--- config.mk ---
export PLATFORM = sky130hd
export DESIGN_NAME = udp_rx_cmd
export DESIGN_NICKNAME = d
export VERILOG_FILES = /design/src/rtl/udp_rx_cmd.sv
export SDC_FILE = /design/constraint.sdc
export NUM_CORES = 1
export LEC_CHECK = 0
export CAP_MARGIN = 25
export CORE_UTILIZATION = 60
export DETAILED_ROUTE_END_ITERATION = 8
export PLACE_DENSITY = 0.88
export SYNTH_ARGS = -nofsm -noshare
export SYNTH_HDL_FRONTEND = slang
export SYNTH_SLANG_ARGS = --single-unit
--- constraint.sdc ---
create_clock -name clk_i -period 5.4 [get_ports clk_i]
set_input_delay 1.35 -clock clk_i [delete_from_list [all_inputs] [get_ports clk_i]]
set_output_delay 1.35 -clock clk_i [all_outputs]
set_load 0.02 [all_outputs]
--- src/rtl/udp_rx_cmd.sv ---
// udp_rx_cmd: receive-side command decoder for the UDP loopback path.
//
// Consumes the 32-bit payload words from the UDP receiver and validates 2-word
// command frames: word0 = {MAGIC, op, arg}, word1 = ~word0, 8 payload bytes.
// Each frame is evaluated once, when rec_pkt_done_i arrives or the frame timer
// expires. An accepted frame executes its command. A rejected frame bumps
// err_cnt_o.
//
// Ports:
//   clk_i            system clock
//   rst_i            synchronous reset, active-high
//   rec_en_i         rec_data_i valid this cycle (one word per pulse)
//   rec_data_i       received payload word, first byte in [31:24]
//   rec_pkt_done_i   1-cycle pulse: UDP packet fully received
//   rec_byte_num_i   payload byte count, valid with rec_pkt_done_i
//   led_o            LED drive (registered)
//   tx_start_en_o    1-cycle pulse: request one UDP transmission
//   cmd_valid_o      1-cycle pulse: frame accepted and executed
//   cmd_op_o         opcode of the last accepted frame
//   cmd_err_o        1-cycle pulse: frame rejected
//   err_cnt_o        saturating count of rejected frames
module udp_rx_cmd #(
    parameter int unsigned       LED_W    = 2,
    parameter logic [7:0]        MAGIC    = 8'hA5,
    parameter int unsigned       TIMEOUT  = 1250000,
    parameter logic [LED_W-1:0]  LED_INIT = {LED_W{1'b1}}
) (
    input  logic             clk_i,
    input  logic             rst_i,
    input  logic             rec_en_i,
    input  logic [31:0]      rec_data_i,
    input  logic             rec_pkt_done_i,
    input  logic [15:0]      rec_byte_num_i,
    output logic [LED_W-1:0] led_o,
    output logic             tx_start_en_o,
    output logic             cmd_valid_o,
    output logic [7:0]       cmd_op_o,
    output logic             cmd_err_o,
    output logic [15:0]      err_cnt_o
);

    localparam int unsigned        TimerW    = (TIMEOUT > 2) ? $clog2(TIMEOUT) : 1;
    localparam logic [TimerW-1:0]  TimerLast = TimerW'(TIMEOUT - 1);
    localparam logic [7:0]         OpSet     = 8'h01;
    localparam logic [7:0]         OpToggle  = 8'h02;
    localparam logic [7:0]         OpTx      = 8'h03;

    typedef enum logic [1:0] {StIdle, StHdr, StChk, StDrop} state_e;

    state_e             state_q, state_d;
    state_e             state_w;  // state after consuming this cycle's word
    logic [31:0]        w0_q, w0_d;
    logic [31:0]        w1_q, w1_d;
    logic [TimerW-1:0]  timer_q, timer_d;
    logic [LED_W-1:0]   led_q, led_d;
    logic [7:0]         op_q, op_d;
    logic [15:0]        err_cnt_q, err_cnt_d;
    logic               tx_q, tx_d;
    logic               valid_q, valid_d;
    logic               err_q, err_d;

    logic [7:0]         frame_op;
    logic [15:0]        frame_arg;
    logic               op_known;
    logic               frame_ok;
    logic               timeout_hit;

    always_comb begin
        state_w     = state_q;
        w0_d        = w0_q;
        w1_d        = w1_q;
        state_d     = state_q;
        timer_d     = timer_q;
        led_d       = led_q;
        op_d        = op_q;
        err_cnt_d   = err_cnt_q;
        tx_d        = 1'b0;
        valid_d     = 1'b0;
        err_d       = 1'b0;

        // Consume the word first so a word arriving with rec_pkt_done_i
        // is part of the frame being evaluated.
        if (rec_en_i) begin
            unique case (state_q)
                StIdle: begin
                    w0_d    = rec_data_i;
                    state_w = StHdr;
                end
                StHdr: begin
                    w1_d    = rec_data_i;
                    state_w = StChk;
                end
                StChk:   state_w = StDrop;
                StDrop:  state_w = StDrop;
                default: state_w = StDrop;
            endcase
        end

        frame_op  = w0_d[23:16];
        frame_arg = w0_d[15:0];
        op_known  = (frame_op == OpSet) || (frame_op == OpToggle) || (frame_op == OpTx);
        frame_ok  = (state_w == StChk) && (w0_d[31:24] == MAGIC) && (w1_d == ~w0_d) &&
                    (rec_byte_num_i == 16'd8) && op_known;

        timeout_hit = (state_q != StIdle) && (timer_q == TimerLast) && !rec_pkt_done_i;

        state_d = state_w;
        // The timer restarts at 0 on the word that opens a frame.
        timer_d = (state_q == StIdle) ? '0 : timer_q + TimerW'(1);

        if (rec_pkt_done_i) begin
            state_d = StIdle;
            timer_d = '0;
            if (frame_ok) begin
                valid_d = 1'b1;
                op_d    = frame_op;
                unique case (frame_op)
                    OpSet:    led_d = frame_arg[LED_W-1:0];
                    OpToggle: led_d = led_q ^ frame_arg[LED_W-1:0];
                    OpTx:     tx_d  = 1'b1;
                    default:  ;
                endcase
            end else begin
                err_d     = 1'b1;
                err_cnt_d = (err_cnt_q == 16'hFFFF) ? err_cnt_q : err_cnt_q + 16'd1;
            end
        end else if (timeout_hit) begin
            err_d     = 1'b1;
            err_cnt_d = (err_cnt_q == 16'hFFFF) ? err_cnt_q : err_cnt_q + 16'd1;
            timer_d   = '0;
            // A word arriving on the expiry cycle opens the next frame.
            if (rec_en_i) begin
                w0_d    = rec_data_i;
                state_d = StHdr;
            end else begin
                state_d = StIdle;
            end
        end
    end

    always_ff @(posedge clk_i) begin
        if (rst_i) begin
            state_q   <= StIdle;
            w0_q      <= '0;
            w1_q      <= '0;
            timer_q   <= '0;
            led_q     <= LED_INIT;
            op_q      <= '0;
            err_cnt_q <= '0;
            tx_q      <= 1'b0;
            valid_q   <= 1'b0;
            err_q     <= 1'b0;
        end else begin
            state_q   <= state_d;
            w0_q      <= w0_d;
            w1_q      <= w1_d;
            timer_q   <= timer_d;
            led_q     <= led_d;
            op_q      <= op_d;
            err_cnt_q <= err_cnt_d;
            tx_q      <= tx_d;
            valid_q   <= valid_d;
            err_q     <= err_d;
        end
    end

    assign led_o         = led_q;
    assign tx_start_en_o = tx_q;
    assign cmd_valid_o   = valid_q;
    assign cmd_op_o      = op_q;
    assign cmd_err_o     = err_q;
    assign err_cnt_o     = err_cnt_q;

endmodule
Word-level counts from Yosys, hierarchy flattened
Index checks and enable logic that the tools add are counted.
{"block": "word_totals", "word_cells": 71, "inputBits": 52, "ff_bits": 116, "output_inout_bits": 29}
{"block": "classes", "n_mux": 21, "bitwise_logic": 4, "n_addsub": 2, "n_eq_ne": 13, "reduce_logical": 21}
{"cell": "32-bit 2-to-1 mux", "n": 7}
{"cell": "16-bit 2-to-1 mux", "n": 4}
{"cell": "32-bit == test", "n": 1}
{"cell": "32-bit inverter", "n": 1}
{"cell": "21-bit by 1-bit adder with 21-bit output, second input constant", "n": 1}
{"cell": "21-bit == test, second input constant", "n": 1}
{"cell": "16-bit by 1-bit adder with 16-bit output, second input constant", "n": 1}
{"cell": "16-bit == test, second input constant", "n": 1}
{"cell": "16-bit by 4-bit == test with 1-bit output, second input constant", "n": 1}
{"cell": "8-bit by 2-bit == test with 1-bit output, second input constant", "n": 2}
{"cell": "8-bit by 1-bit == test with 1-bit output, second input constant", "n": 1}
{"cell": "8-bit == test, second input constant", "n": 1}
{"cell": "2-bit == test, second input constant", "n": 3}
{"cell": "1-bit logical AND", "n": 6}
{"cell": "1-bit 2-to-1 mux", "n": 6}
{"cell": "2-bit case mux with 3 select lines", "n": 1}
{"cell": "2-bit nonzero test", "n": 3}
{"cell": "2-bit OR reduction", "n": 3}
{"cell": "2-bit 2-to-1 mux", "n": 2}
{"cell": "2-bit case mux with 2 select lines", "n": 1}
{"cell": "2-bit AND reduction", "n": 2}
{"cell": "4-bit OR reduction", "n": 1}
{"cell": "3-bit AND reduction", "n": 1}
{"cell": "3-bit OR reduction", "n": 1}
{"cell": "7 further kinds", "n": 9}

Longest topological paths before layout
{"block": "logic_depth", "ltp_word": 11, "mapped_depth": 15, "mapped_depth_nobuf": 9}

Least setup slack after synthesis
Ideal clock, no wire load.
{"block": "synth_path", "path_kind": "input to register", "start": "input port rec_en_i", "end": "register op_q[2] (netlist: cmd_op_o[2])", "path_slack_ns": 1.339, "t_required_ns": 5.285, "cell_stages": 11, "path_buffers": 2, "setup_ns": 0.115, "arrival_ns": 3.947, "cell_sequence": "buf_2 > and3b_1 > buf_2 > a22o_1 > a22o_1 > or4_1 > or4b_1 > nand4b_4 > nor4_4 > nor2_1 > and2_1"}
{"block": "synth_via", "elab_chain_cells": 7, "elab_cells_between_ends": 17, "classes_between": "eq/ne: 6; mux: 3; bitwise: 1; reduce/logical: 7"}
{"element": "from (decl)", "line_no": "30", "source": "input logic rec_en_i,"}
{"element": "32-bit 2-to-1 mux or 2-bit 2-to-1 mux (tied branches)", "line_no": "83", "source": "if (rec_en_i) begin"}
{"element": "32-bit inverter, or another cell as far along", "line_no": "102", "source": "frame_ok = (state_w == StChk) && (w0_d[31:24] == MAGIC) && (w1_d == ~w0_d) &&"}
{"element": "32-bit == test or 1-bit logical AND (tied branches)", "line_no": "102"}
{"element": "1-bit logical AND (2 in series)", "line_no": "102"}
{"element": "1-bit logical AND", "line_no": "103", "source": "(rec_byte_num_i == 16'd8) && op_known;"}
{"element": "2-bit AND reduction (no source line)"}
{"element": "to (signal assigned)", "line_no": "159", "source": "op_q <= op_d;"}
{"element": "to (decl)", "line_no": "56", "source": "logic [7:0] op_q, op_d;"}
Several ways; a longest one is shown, not always the timed one.
A chain may end at the register's enable or synchronous reset.

Final worst setup path
{"block": "layout_path", "start": "input port rec_en_i", "end": "register op_q[4] (netlist: cmd_op_o[4])"}
Same word-level chain as after synthesis.

==> flow_summary.json <==
{
  "clockBufferDepth": 2,
  "synth-edff-count": 0,
  "grt_setup_unrepaired": "false",
  "synthCells": 802,
  "postSynthNetCount": 856,
  "critPathKind": "in2reg",
  "finalSetupViolations": 0,
  "avgSynthCellArea_um2": 7.77,
  "synth_cell_type_count": 63,
  "grt_overflow": 0,
  "fin_skew_ns": 0.00946,
  "grt_max_degree": 53,
  "cp.required_ns": 5.83,
  "hold_buffers": 0,
  "die-area_um2": 10800,
  "clock-sinks": 116,
  "vias_per_cell": 6.49,
  "core_um2": 9910,
  "fin_setup_tns_ns": 0,
  "cp_num_buf_inv": 2,
  "grt_pass1_vias": 6481,
  "ys_seq_area_share_pct": 37.2,
  "cts_tree": "done",
  "grt_pass1_wl_um": 32800,
  "cp.arrival_ns": 5.07,
  "cts_root_buf": "clkbuf_8",
  "met3_length_um": 1950,
  "endpoint_kind": "flop",
  "antenna_found_initial": 0,
  "syn_area_um2": 6230,
  "postRouteWirelength_um": 20300,
  "fmax_mhz": 215,
  "die_y_um": 104,
  "hold_violations": 0,
  "post-route-period-util_pct": 85.9,
  "postRouteAntennaNets": 0,
  "wl_met2_um": 9550,
  "path_clk_slew_ns": 0.06,
  "cts_setup_buffers": 0,
  "critPathTopFamily": "simple AND/OR/NAND/NOR gates",
  "cts_made_buffers": 17,
  "hpwl_um": 14000,
  "drc_errors": 0,
  "worstSkewPairLatency_ns": 0.54,
  "synth_most_common_cell": "nand2_1",
  "hold_depth": 1,
  "status": "complete, no violations",
  "crit_cells": 11,
  "synthArstFlopShare_pct": 0,
  "io_pins": 81,
  "cp_cell_sequence": "clkdlybuf4s50_1, nand2b_1, buf_4, a22oi_1, o22ai_1, or4_1, or4b_1, nand4b_4, nor4_4, nor2_1, and2_1",
  "synth_seq_cells": 116,
  "vdd_drop_max_v": 0.000451,
  "post_drt_wl_per_cell_um": 19.9,
  "synthFlopType": "dfxtp_1",
  "row_count": 36,
  "highest_layer": "met4",
  "cap_violations": 0,
  "drive_gt1_share_pct": 8.61,
  "r2r_cells": 9,
  "critPathLaunchType": "input pin",
  "grt_usage_pct": 38.6,
  "port_buffers": 80,
  "yosys.area.top_type": "dfxtp_1",
  "start_util_pct": 62.9,
  "power_density_nw_per_um2": 289,
  "hold_path.class": "reg2reg",
  "h-tree-depth": 4,
  "die_w_um": 104,
  "max_stage_delay_ns": 0.74,
  "placed_cells": 984,
  "synth_warnings": 0,
  "relSlewSlack_pct": 32.3,
  "synth_area_leaders": "dfxtp_1, nand2_1, a21oi_1",
  "instances_no_fill": 1016,
  "nets": 924,
  "dr.pass1.iters": 5,
  "p_leak_nw": 2.66,
  "first_iter_violations": 754,
  "fillers": 702,
  "cts_resized": 0,
  "synth_commonest_cells": "nand2_1, dfxtp_1, a21oi_1",
  "met1_length_um": 8110,
  "num_vias": 6595,
  "synth_top_area_share_pct": 37.2,
  "worst_slew_pin_slew_ns": 1.01,
  "path_max_fanout": 19,
  "syn_to_final_growth_pct": 23.4,
  "finalCriticalPeriod_ns": 4.64,
  "insertedDiodeCount": 0,
  "routabilityCongestion": 1.11,
  "cp_slowest_cell": "clkdlybuf4s50_1",
  "finalMaxSlewViolations": 0
}
## path summary, 6_finish.rpt
check | startpoint | to | slack, ns
hold / removal | timer_q[0]$_SDFF_PP0_ | timer_q[0]$_SDFF_PP0_ | 0.44
setup / recovery | rec_en_i | cmd_op_o[4]$_SDFFE_PP0P_ | 0.76
hold reg to reg | timer_q[0]$_SDFF_PP0_ | timer_q[0]$_SDFF_PP0_ | 0.44
setup reg to reg | state_q[1]$_SDFF_PP0_ | cmd_op_o[4]$_SDFFE_PP0P_ | 1.55
## routing by layer
| layer | track usage, % | vias up |
|---|---|---|
| li1 | - | 2991 |
| met1 | 46.9 | 3119 |
| met2 | 63.2 | 408 |
| met3 | 11.5 | 77 |
| met4 | 16.4 | 0 |
| met5 | 0 | - |
## cell type report
| cell class | count | area (um2) | share of cell area [%] |
|---|---|---|---|
| timing repair buffer | 95 | 921 | 12.0 |
| sequential | 116 | 2320 | 30.2 |
| clock buffer | 20 | 445 | 5.79 |
| inverter | 30 | 113 | 1.46 |
| multi-input combinational | 610 | 3620 | 47.0 |
| tap | 133 | 166 | 2.16 |
| clock inverter | 12 | 106 | 1.38 |
## cells by family (layout without fill, tap and decap cells)
kind of cell	after synthesis	after routing	share of synthesized area, %
XOR/XNOR	33	33	4.64
flip-flops	116	116	37.2
adder cells (fa/ha/maj)	2	2	0.401
buffers and inverters	76	157	4.90
AND/OR/NAND/NOR	363	363	29.0
AO/OA/AOI/OAI	186	186	19.2
multiplexers	26	26	4.56
## power by group
part           leakage [nW]  internal (mW)  switching [mW]  total [mW]
Combinational          1.45          0.112           0.157       0.270
Clock                 0.263          0.632           0.412        1.04
Sequential            0.942          0.879          0.0290       0.908
Total                  2.66           1.62           0.598        2.22
## through the flow
stage                     util (%)  worst slack [ns]  total power, mW  hold slack (ns)  instance area (um2)
final                         77.6             0.759             2.22            0.439                 7690
after global routing          77.6             0.566             2.29            0.482                 7690
after global placement        72.1             0.506             1.18            0.425                 7140
after detailed placement      72.1             0.362             1.18            0.429                 7140
after floorplan                  -              1.34             1.07            0.413                 6230
after CTS                     77.6             0.879             2.21            0.439                 7690
## cells in the final DEF (no fill, tap or decap), types with 6 or more instances in the layout
cell type        netlist  layout
buf_4                  3      14
a22o_1                 9       9
nand2_1              154     154
mux2_2                19      19
nor2_1                60      60
o22ai_1               16      16
xnor2_1               11      11
nand2b_1              19      19
or3_1                  6       6
dfxtp_1              116     116
a221oi_1               9       9
inv_1                 30      30
clkbuf_16              0      16
xor2_1                22      22
and2_1                 7       7
and3_1                12      12
nor4_1                18      18
nor4bb_1              11      11
a22oi_1                7       7
nor3_1                15      15
a21oi_1               82      81
nand3_1               21      21
a211oi_1              15      15
mux2i_1                7       7
o21ai_0               10      10
clkdlybuf4s50_1        0      79
nand4_1               11      11
(Power assumes the default switching activity.)
